[src/rtl/lsu_pkg.sv]
// Shared types and constants for the load/store memory port.
// Optional feature macro: LSU_MISALIGN_EN (misaligned and word-crossing accesses).
package lsu_pkg;

    typedef enum logic [1:0] {
        ST_IDLE = 2'd0,
        ST_ACC0 = 2'd1,
        ST_ACC1 = 2'd2,
        ST_RESP = 2'd3
    } lsu_state_e;

    localparam logic [2:0] F3_LB  = 3'd0;
    localparam logic [2:0] F3_LH  = 3'd1;
    localparam logic [2:0] F3_LW  = 3'd2;
    localparam logic [2:0] F3_LBU = 3'd4;
    localparam logic [2:0] F3_LHU = 3'd5;

    localparam logic [3:0] MASK_BYTE = 4'b0001;
    localparam logic [3:0] MASK_HALF = 4'b0011;
    localparam logic [3:0] MASK_WORD = 4'b1111;

    // Unshifted byte mask for the access size encoded in funct3[1:0].
    function automatic logic [3:0] base_mask(input logic [2:0] funct3);
        case (funct3[1:0])
            2'd0:    return MASK_BYTE;
            2'd1:    return MASK_HALF;
            default: return MASK_WORD;
        endcase
    endfunction

    // funct3 encodings that name a real load or store.
    function automatic logic f3_legal(input logic write, input logic [2:0] funct3);
        if (write) return (funct3 <= F3_LW);
        return (funct3 == F3_LB) || (funct3 == F3_LH) || (funct3 == F3_LW) ||
               (funct3 == F3_LBU) || (funct3 == F3_LHU);
    endfunction

endpackage

[src/rtl/lsu_load_align.sv]
// Load data aligner: shifts the {high, low} word pair right by the byte
// offset and sign/zero-extends the result to 32 bits according to funct3.
module lsu_load_align
    import lsu_pkg::*;
(
    input  logic [31:0] hi_in,
    input  logic [31:0] lo_in,
    input  logic [1:0]  offset_in,
    input  logic [2:0]  funct3_in,
    output logic [31:0] result_out
);

    logic [31:0] shifted;

    // Bring the addressed byte to lane 0, then truncate and extend to the access size.
    always_comb begin
        shifted = 32'({hi_in, lo_in} >> {offset_in, 3'b000});
        case (funct3_in)
            F3_LB:   result_out = {{24{shifted[7]}}, shifted[7:0]};
            F3_LH:   result_out = {{16{shifted[15]}}, shifted[15:0]};
            F3_LW:   result_out = shifted;
            F3_LBU:  result_out = {24'b0, shifted[7:0]};
            F3_LHU:  result_out = {16'b0, shifted[15:0]};
            default: result_out = '0;
        endcase
    end

endmodule

[src/rtl/lsu_mem_port.sv]
// Load/store initiator: one request per handshake, word-aligned byte-enabled
// memory accesses, extended load data on the response channel.
// Optional feature macro: LSU_MISALIGN_EN. When defined, any alignment is legal
// and word-crossing accesses are split into ACC0 + ACC1. When undefined, natural
// alignment is required and the ACC1 path does not exist.
//
// Handshakes: a transfer happens on a rising edge where valid and ready are both
// high; valid never depends on ready, and payload is held stable while valid is
// high and ready is low.
module lsu_mem_port
    import lsu_pkg::*;
#(
    parameter int ADDR_W = 32
) (
    input  logic              clk_in,
    input  logic              rst_in,
    input  logic              req_valid,
    output logic              req_ready,
    input  logic              req_write,
    input  logic [2:0]        req_funct3,
    input  logic [ADDR_W-1:0] req_addr,
    input  logic [31:0]       req_wdata,
    output logic              resp_valid,
    input  logic              resp_ready,
    output logic [31:0]       resp_rdata,
    output logic              resp_err,
    output logic [ADDR_W-1:0] mem_address,
    output logic              mem_read,
    output logic              mem_write,
    output logic [3:0]        mem_byte_en,
    output logic [31:0]       mem_wdata,
    input  logic [31:0]       mem_rdata,
    output lsu_state_e        dbg_state
);

    lsu_state_e        state_q, state_d;
    logic              write_q, write_d;
    logic [2:0]        funct3_q, funct3_d;
    logic [1:0]        offset_q, offset_d;
    logic              req_ready_q, req_ready_d;
    logic              resp_valid_q, resp_valid_d;
    logic [31:0]       resp_rdata_q, resp_rdata_d;
    logic              resp_err_q, resp_err_d;
    logic [ADDR_W-1:0] mem_address_q, mem_address_d;
    logic              mem_read_q, mem_read_d;
    logic              mem_write_q, mem_write_d;
    logic [3:0]        mem_byte_en_q, mem_byte_en_d;
    logic [31:0]       mem_wdata_q, mem_wdata_d;

    logic              req_ok;
    logic              go_resp;
    logic [31:0]       align_hi;
    logic [31:0]       align_lo;
    logic [31:0]       load_result;

`ifdef LSU_MISALIGN_EN
    logic [2:0]        mask_hi_q, mask_hi_d;
    logic [31:0]       wdata_hi_q, wdata_hi_d;
    logic [31:0]       lo_q, lo_d;
    logic [6:0]        acc_mask;
    logic [63:0]       acc_wdata;

    // Mask and data are widened so bytes pushed past lane 3 land in the next word.
    assign acc_mask  = 7'(base_mask(req_funct3)) << req_addr[1:0];
    assign acc_wdata = {32'b0, req_wdata} << {req_addr[1:0], 3'b000};
    assign req_ok    = f3_legal(req_write, req_funct3);

    // ACC1 supplies the high word live; the low word was captured in ACC0.
    assign align_hi  = (state_q == ST_ACC1) ? mem_rdata : 32'b0;
    assign align_lo  = (state_q == ST_ACC1) ? lo_q : mem_rdata;
`else
    logic [3:0]        acc_mask;
    logic [31:0]       acc_wdata;
    logic              aligned;

    // Naturally aligned accesses never leave the word, so 4 lanes suffice.
    assign acc_mask  = base_mask(req_funct3) << req_addr[1:0];
    assign acc_wdata = req_wdata << {req_addr[1:0], 3'b000};
    assign aligned   = (req_funct3[1:0] == 2'd1) ? !req_addr[0] :
                       (req_funct3[1:0] == 2'd2) ? (req_addr[1:0] == 2'b00) : 1'b1;
    assign req_ok    = f3_legal(req_write, req_funct3) && aligned;

    assign align_hi  = 32'b0;
    assign align_lo  = mem_rdata;
`endif

    lsu_load_align u_align (
        .hi_in      (align_hi),
        .lo_in      (align_lo),
        .offset_in  (offset_q),
        .funct3_in  (funct3_q),
        .result_out (load_result)
    );

    // Next-state and next-output computation for the request/access/response sequence.
    always_comb begin
        state_d       = state_q;
        write_d       = write_q;
        funct3_d      = funct3_q;
        offset_d      = offset_q;
        req_ready_d   = req_ready_q;
        resp_valid_d  = resp_valid_q;
        resp_rdata_d  = resp_rdata_q;
        resp_err_d    = resp_err_q;
        mem_address_d = mem_address_q;
        mem_read_d    = mem_read_q;
        mem_write_d   = mem_write_q;
        mem_byte_en_d = mem_byte_en_q;
        mem_wdata_d   = mem_wdata_q;
`ifdef LSU_MISALIGN_EN
        mask_hi_d     = mask_hi_q;
        wdata_hi_d    = wdata_hi_q;
        lo_d          = lo_q;
`endif
        go_resp       = 1'b0;

        case (state_q)
            ST_IDLE: begin
                req_ready_d = 1'b1;
                if (req_valid) begin
                    write_d     = req_write;
                    funct3_d    = req_funct3;
                    offset_d    = req_addr[1:0];
                    req_ready_d = 1'b0;
                    if (req_ok) begin
                        state_d       = ST_ACC0;
                        mem_address_d = {req_addr[ADDR_W-1:2], 2'b00};
                        mem_read_d    = !req_write;
                        mem_write_d   = req_write;
                        mem_byte_en_d = acc_mask[3:0];
                        mem_wdata_d   = acc_wdata[31:0];
`ifdef LSU_MISALIGN_EN
                        mask_hi_d     = acc_mask[6:4];
                        wdata_hi_d    = acc_wdata[63:32];
`endif
                    end else begin
                        state_d      = ST_RESP;
                        resp_valid_d = 1'b1;
                        resp_err_d   = 1'b1;
                        resp_rdata_d = 32'b0;
                    end
                end
            end
            ST_ACC0: begin
`ifdef LSU_MISALIGN_EN
                lo_d = mem_rdata;
                if (mask_hi_q != 3'b000) begin
                    state_d       = ST_ACC1;
                    mem_address_d = mem_address_q + ADDR_W'(4);
                    mem_byte_en_d = {1'b0, mask_hi_q};
                    mem_wdata_d   = wdata_hi_q;
                end else begin
                    go_resp = 1'b1;
                end
`else
                go_resp = 1'b1;
`endif
            end
`ifdef LSU_MISALIGN_EN
            ST_ACC1: begin
                go_resp = 1'b1;
            end
`endif
            ST_RESP: begin
                if (resp_ready) begin
                    state_d      = ST_IDLE;
                    resp_valid_d = 1'b0;
                    resp_rdata_d = 32'b0;
                    resp_err_d   = 1'b0;
                    req_ready_d  = 1'b1;
                end
            end
            default: begin
                state_d      = ST_IDLE;
                req_ready_d  = 1'b1;
                resp_valid_d = 1'b0;
                resp_err_d   = 1'b0;
                resp_rdata_d = 32'b0;
            end
        endcase

        if (go_resp) begin
            state_d       = ST_RESP;
            resp_valid_d  = 1'b1;
            resp_err_d    = 1'b0;
            resp_rdata_d  = write_q ? 32'b0 : load_result;
            mem_address_d = '0;
            mem_read_d    = 1'b0;
            mem_write_d   = 1'b0;
            mem_byte_en_d = 4'b0;
            mem_wdata_d   = 32'b0;
        end
    end

    // State and registered outputs; reset aborts any access in flight.
    always_ff @(posedge clk_in or posedge rst_in) begin
        if (rst_in) begin
            state_q       <= ST_IDLE;
            write_q       <= 1'b0;
            funct3_q      <= 3'b0;
            offset_q      <= 2'b0;
            req_ready_q   <= 1'b1;
            resp_valid_q  <= 1'b0;
            resp_rdata_q  <= 32'b0;
            resp_err_q    <= 1'b0;
            mem_address_q <= '0;
            mem_read_q    <= 1'b0;
            mem_write_q   <= 1'b0;
            mem_byte_en_q <= 4'b0;
            mem_wdata_q   <= 32'b0;
`ifdef LSU_MISALIGN_EN
            mask_hi_q     <= 3'b0;
            wdata_hi_q    <= 32'b0;
            lo_q          <= 32'b0;
`endif
        end else begin
            state_q       <= state_d;
            write_q       <= write_d;
            funct3_q      <= funct3_d;
            offset_q      <= offset_d;
            req_ready_q   <= req_ready_d;
            resp_valid_q  <= resp_valid_d;
            resp_rdata_q  <= resp_rdata_d;
            resp_err_q    <= resp_err_d;
            mem_address_q <= mem_address_d;
            mem_read_q    <= mem_read_d;
            mem_write_q   <= mem_write_d;
            mem_byte_en_q <= mem_byte_en_d;
            mem_wdata_q   <= mem_wdata_d;
`ifdef LSU_MISALIGN_EN
            mask_hi_q     <= mask_hi_d;
            wdata_hi_q    <= wdata_hi_d;
            lo_q          <= lo_d;
`endif
        end
    end

    assign req_ready   = req_ready_q;
    assign resp_valid  = resp_valid_q;
    assign resp_rdata  = resp_rdata_q;
    assign resp_err    = resp_err_q;
    assign mem_address = mem_address_q;
    assign mem_read    = mem_read_q;
    assign mem_write   = mem_write_q;
    assign mem_byte_en = mem_byte_en_q;
    assign mem_wdata   = mem_wdata_q;
    assign dbg_state   = state_q;

endmodule

[config.mk]
export PLATFORM = sky130hd
export DESIGN_NAME = lsu_mem_port
export DESIGN_NICKNAME = d
export VERILOG_FILES = /design/src/rtl/lsu_pkg.sv /design/src/rtl/lsu_load_align.sv /design/src/rtl/lsu_mem_port.sv
export SDC_FILE = /design/constraint.sdc
export NUM_CORES = 1
export LEC_CHECK = 0
export CELL_PAD_IN_SITES_DETAIL_PLACEMENT = 1
export CELL_PAD_IN_SITES_GLOBAL_PLACEMENT = 2
export CORE_ASPECT_RATIO = 1.75
export CORE_MARGIN = 8
export CORE_UTILIZATION = 39
export CTS_BUF_LIST = sky130_fd_sc_hd__clkbuf_4 sky130_fd_sc_hd__clkbuf_8
export DETAILED_ROUTE_END_ITERATION = 7
export DONT_BUFFER_PORTS = 1
export GPL_TIMING_DRIVEN = 1
export PLACE_DENSITY = 0.89
export SYNTH_ARGS = -nofsm -noshare
export SYNTH_HDL_FRONTEND = slang
export SYNTH_SLANG_ARGS = --single-unit
[constraint.sdc]
create_clock -name clk_in -period 3.8 [get_ports clk_in]
set_input_delay 0 -clock clk_in [delete_from_list [all_inputs] [get_ports clk_in]]
set_output_delay 0 -clock clk_in [all_outputs]
set_load 0.01 [all_outputs]
==> flow_summary.json <==
{
  "status": "completed",
  "drv_cap": 0,
  "crit_fanout": 13,
  "grt_pass1_vias": 5015,
  "fp.dieH_um": 171,
  "relSlewSlack_pct": 19.6,
  "postRouteAntennaNets": 0,
  "die_area_sq_um": 17800,
  "grt_remaining_overflow": 0,
  "area_delta_synth_final_pct": 22.9,
  "first_pass_iters": 5,
  "fin_crit_sh_pct": 79.5,
  "setup_viol": 0,
  "setup_slack_ns": 0.780,
  "netlist_area_sq_um": 5320,
  "synth_area_leader_cell": "dfrtp_1",
  "final-max-slew-violation-count": 0,
  "internal_power_w": 0.00236,
  "synth_top_area_share_pct": 51.7,
  "num_vias": 4376,
  "rsz0062_at_grt": "false",
  "setup_tns_ns": 0,
  "synth_area_leaders": "dfrtp_1 52%, mux2i_1 6.2%, nand2_1 5.4%",
  "io_buffers": 0,
  "critPathLaunchType": "register",
  "crit_type": "reg2reg",
  "core_area_sq_um": 13400,
  "drc": 0,
  "routed_via_density": 5.87,
  "fmax_mhz": 331,
  "grt_pass1_wl_um": 29300,
  "place_congestion": 0.826,
  "cts_sinks": 111,
  "period_needed_ns": 3.02,
  "mostFrequentLayoutCells": "110 x dfrtp_1, 92 x dlygate4sd3_1, 77 x nand2_1",
  "clk_pin_slew_worst_paths_ns": 0.10,
  "synth_edf_count": 0,
  "seqPwrFrac_pct": 50.0,
  "arrival_ns": 3.32,
  "fillers": 1414,
  "start_util_pct": 39.8,
  "grt_max_degree": 67,
  "wl_per_cell_um": 25.6,
  "cts_tree": "done",
  "final_net_count": 669,
  "worstSetupEndpointType": "register",
  "synth-seq-cells": 111,
  "cts_max_path_buffers": 2,
  "async_flop_share_pct": 100,
  "syn-mean-instance-area_sq_um": 10.7,
  "clkPwrFrac_pct": 15.9,
  "ys.flop_type": "dfrtp_1",
  "power_w": 0.00411,
  "insertion_delay_ns": 0.37,
  "fin_hold_ws_ns": 0.0222,
  "post-dp-hpwl_um": 12800,
  "ir_drop_mv": 0.212,
  "ys_warn_count": 0,
  "grt_use_total_pct": 21.0,
  "p_sw_w": 0.00175,
  "cts_resized": 0,
  "finalHoldViolCount": 0,
  "fin_skew_ns": 0.00870,
  "power_leakage_nw": 2.92,
  "cts_buffers": 9,
  "root_buffer": "clkbuf_8",
  "synth_cell_types": 42,
  "required_ns": 4.10,
  "totalWireLength_um": 19100,
  "fin_area_sq_um": 6540,
  "top_level_ports": 211,
  "hold_class": "in2reg",
  "antenna_found_initial": 2,
  "dieWidth_um": 104,
  "tightest_slew_ns": 1.21,
  "h-tree-depth": 3,
  "p_per_area_nw_per_um2": 628,
  "drive_above_1_share_pct": 10.7,
  "seq_area_frac_synth_pct": 52.2,
  "post-place-ws_ns": 1.25,
  "p_sw_share_pct": 42.5,
  "p_comb_share_pct": 34.1,
  "placed_area_sq_um": 5430,
  "drtIter0Drc": 164,
  "rows": 56,
  "final_common_cell": "dfrtp_1",
  "netlist_instances": 496
}
per-stage QoR:
| step | cells | utilization (%) |
|---|---|---|
| floorplan | 497 | - |
| global placement | 635 | 40.5 |
| detailed placement | 635 | 40.5 |
| CTS | 743 | 48.9 |
| global route | 745 | 48.9 |
| finish | 745 | 48.9 |
layer usage:
layer | routed length (um) | global-route usage (%) | part of all wire, % | vias up
li1 | - | - | - | 1937
met1 | 6240 | 19.7 | 33 | 2212
met2 | 10500 | 39.1 | 55 | 179
met3 | 1400 | 6.44 | 7.4 | 48
met4 | 879 | 12.8 | 4.6 | 0
met5 | 0 | 0 | 0 | -
cells by family (layout without fill, tap and decap cells):
family | count (synthesis) | in the layout | synth area share (%)
AOI/OAI and AO/OA | 154 | 154 | 21.1
other | 1 | 4 | 0.0704
buffers and inverters | 49 | 121 | 4.32
muxes | 57 | 57 | 11.5
and+or+nand+nor | 124 | 124 | 10.8
DFF | 111 | 111 | 52.2
sequential cells by signal, summed over array words and instances (netlist names):
register,flops
mem_wdata,32
resp_rdata,32
mem_address,30
mem_byte_en,4
funct3_q,3
dbg_state,2
offset_q,2
mem_read,1
mem_write,1
req_ready,1
resp_err,1
resp_valid,1
write_q,1
power groups by stage:
| stage | Clock [W] | Combinational, W | Sequential (W) |
|---|---|---|---|
| after global placement | 0 | 0.00121 | 0.00206 |
| after detailed placement | 0 | 0.00128 | 0.00208 |
| after CTS | 0.000681 | 0.00140 | 0.00206 |
| final | 0.000654 | 0.00140 | 0.00205 |
| after global routing | 0.000716 | 0.00153 | 0.00210 |
| after floorplan | 0 | 0.00110 | 0.00186 |
path summary, 6_finish.rpt:
check / start / endpoint / slack [ns] / depth (start not counted)
worst max-delay path: dbg_state[1] / mem_wdata[7] / 0.78 / 5
worst min-delay path: req_addr[1] / mem_wdata[27] / 0.02 / 3
worst max register to register: dbg_state[1] / mem_wdata[7] / 0.78 / 5
worst min register to register: mem_wdata[23] / mem_wdata[23] / 0.58 / 1
max in group asynchronous: rst_in / mem_wdata[26] / 2.41 / 3
min in group asynchronous: rst_in / resp_rdata[30] / 0.25 / 2
synthesized netlist by cell type, types with 7 or more instances:
master	n
a21oi_1	51
o211ai_1	8
nor3_1	9
nand3_1	8
dfrtp_1	110
a21o_1	9
o21ai_0	13
nor2_1	12
mux2_2	23
buf_2	10
a22o_1	9
a2bb2oi_1	8
o2bb2ai_1	31
nand2_1	77
mux2i_1	33
buf_1	7
a221o_1	16
clkbuf_1	20
final cells by class:
| class | instances | area (sq um) | share of cell area, % |
|---|---|---|---|
| clock buffers | 11 | 139 | 2.12 |
| repair buffers | 100 | 993 | 15.2 |
| inverters | 6 | 25.0 | 0.382 |
| multi-input cells | 337 | 2350 | 35.9 |
| diodes | 2 | 5.00 | 0.0765 |
| well taps | 174 | 218 | 3.33 |
| flip-flops and latches | 111 | 2780 | 42.5 |
| clock inverters | 4 | 32.5 | 0.497 |
timing repair:
item,4_1_cts,5_1_grt
hold endpoints to repair,167,0
hold buffers,93,0
buffers inserted,0,0
critical path, stage by stage (launching register included):
cell           delay [ns]
dfrtp_1              0.61
nor3b_2              0.60
o211ai_2             0.44
nor2_2               0.51
a22o_1               0.22
dlygate4sd3_1        0.58
Note: power is estimated with default switching activity, not from simulation.
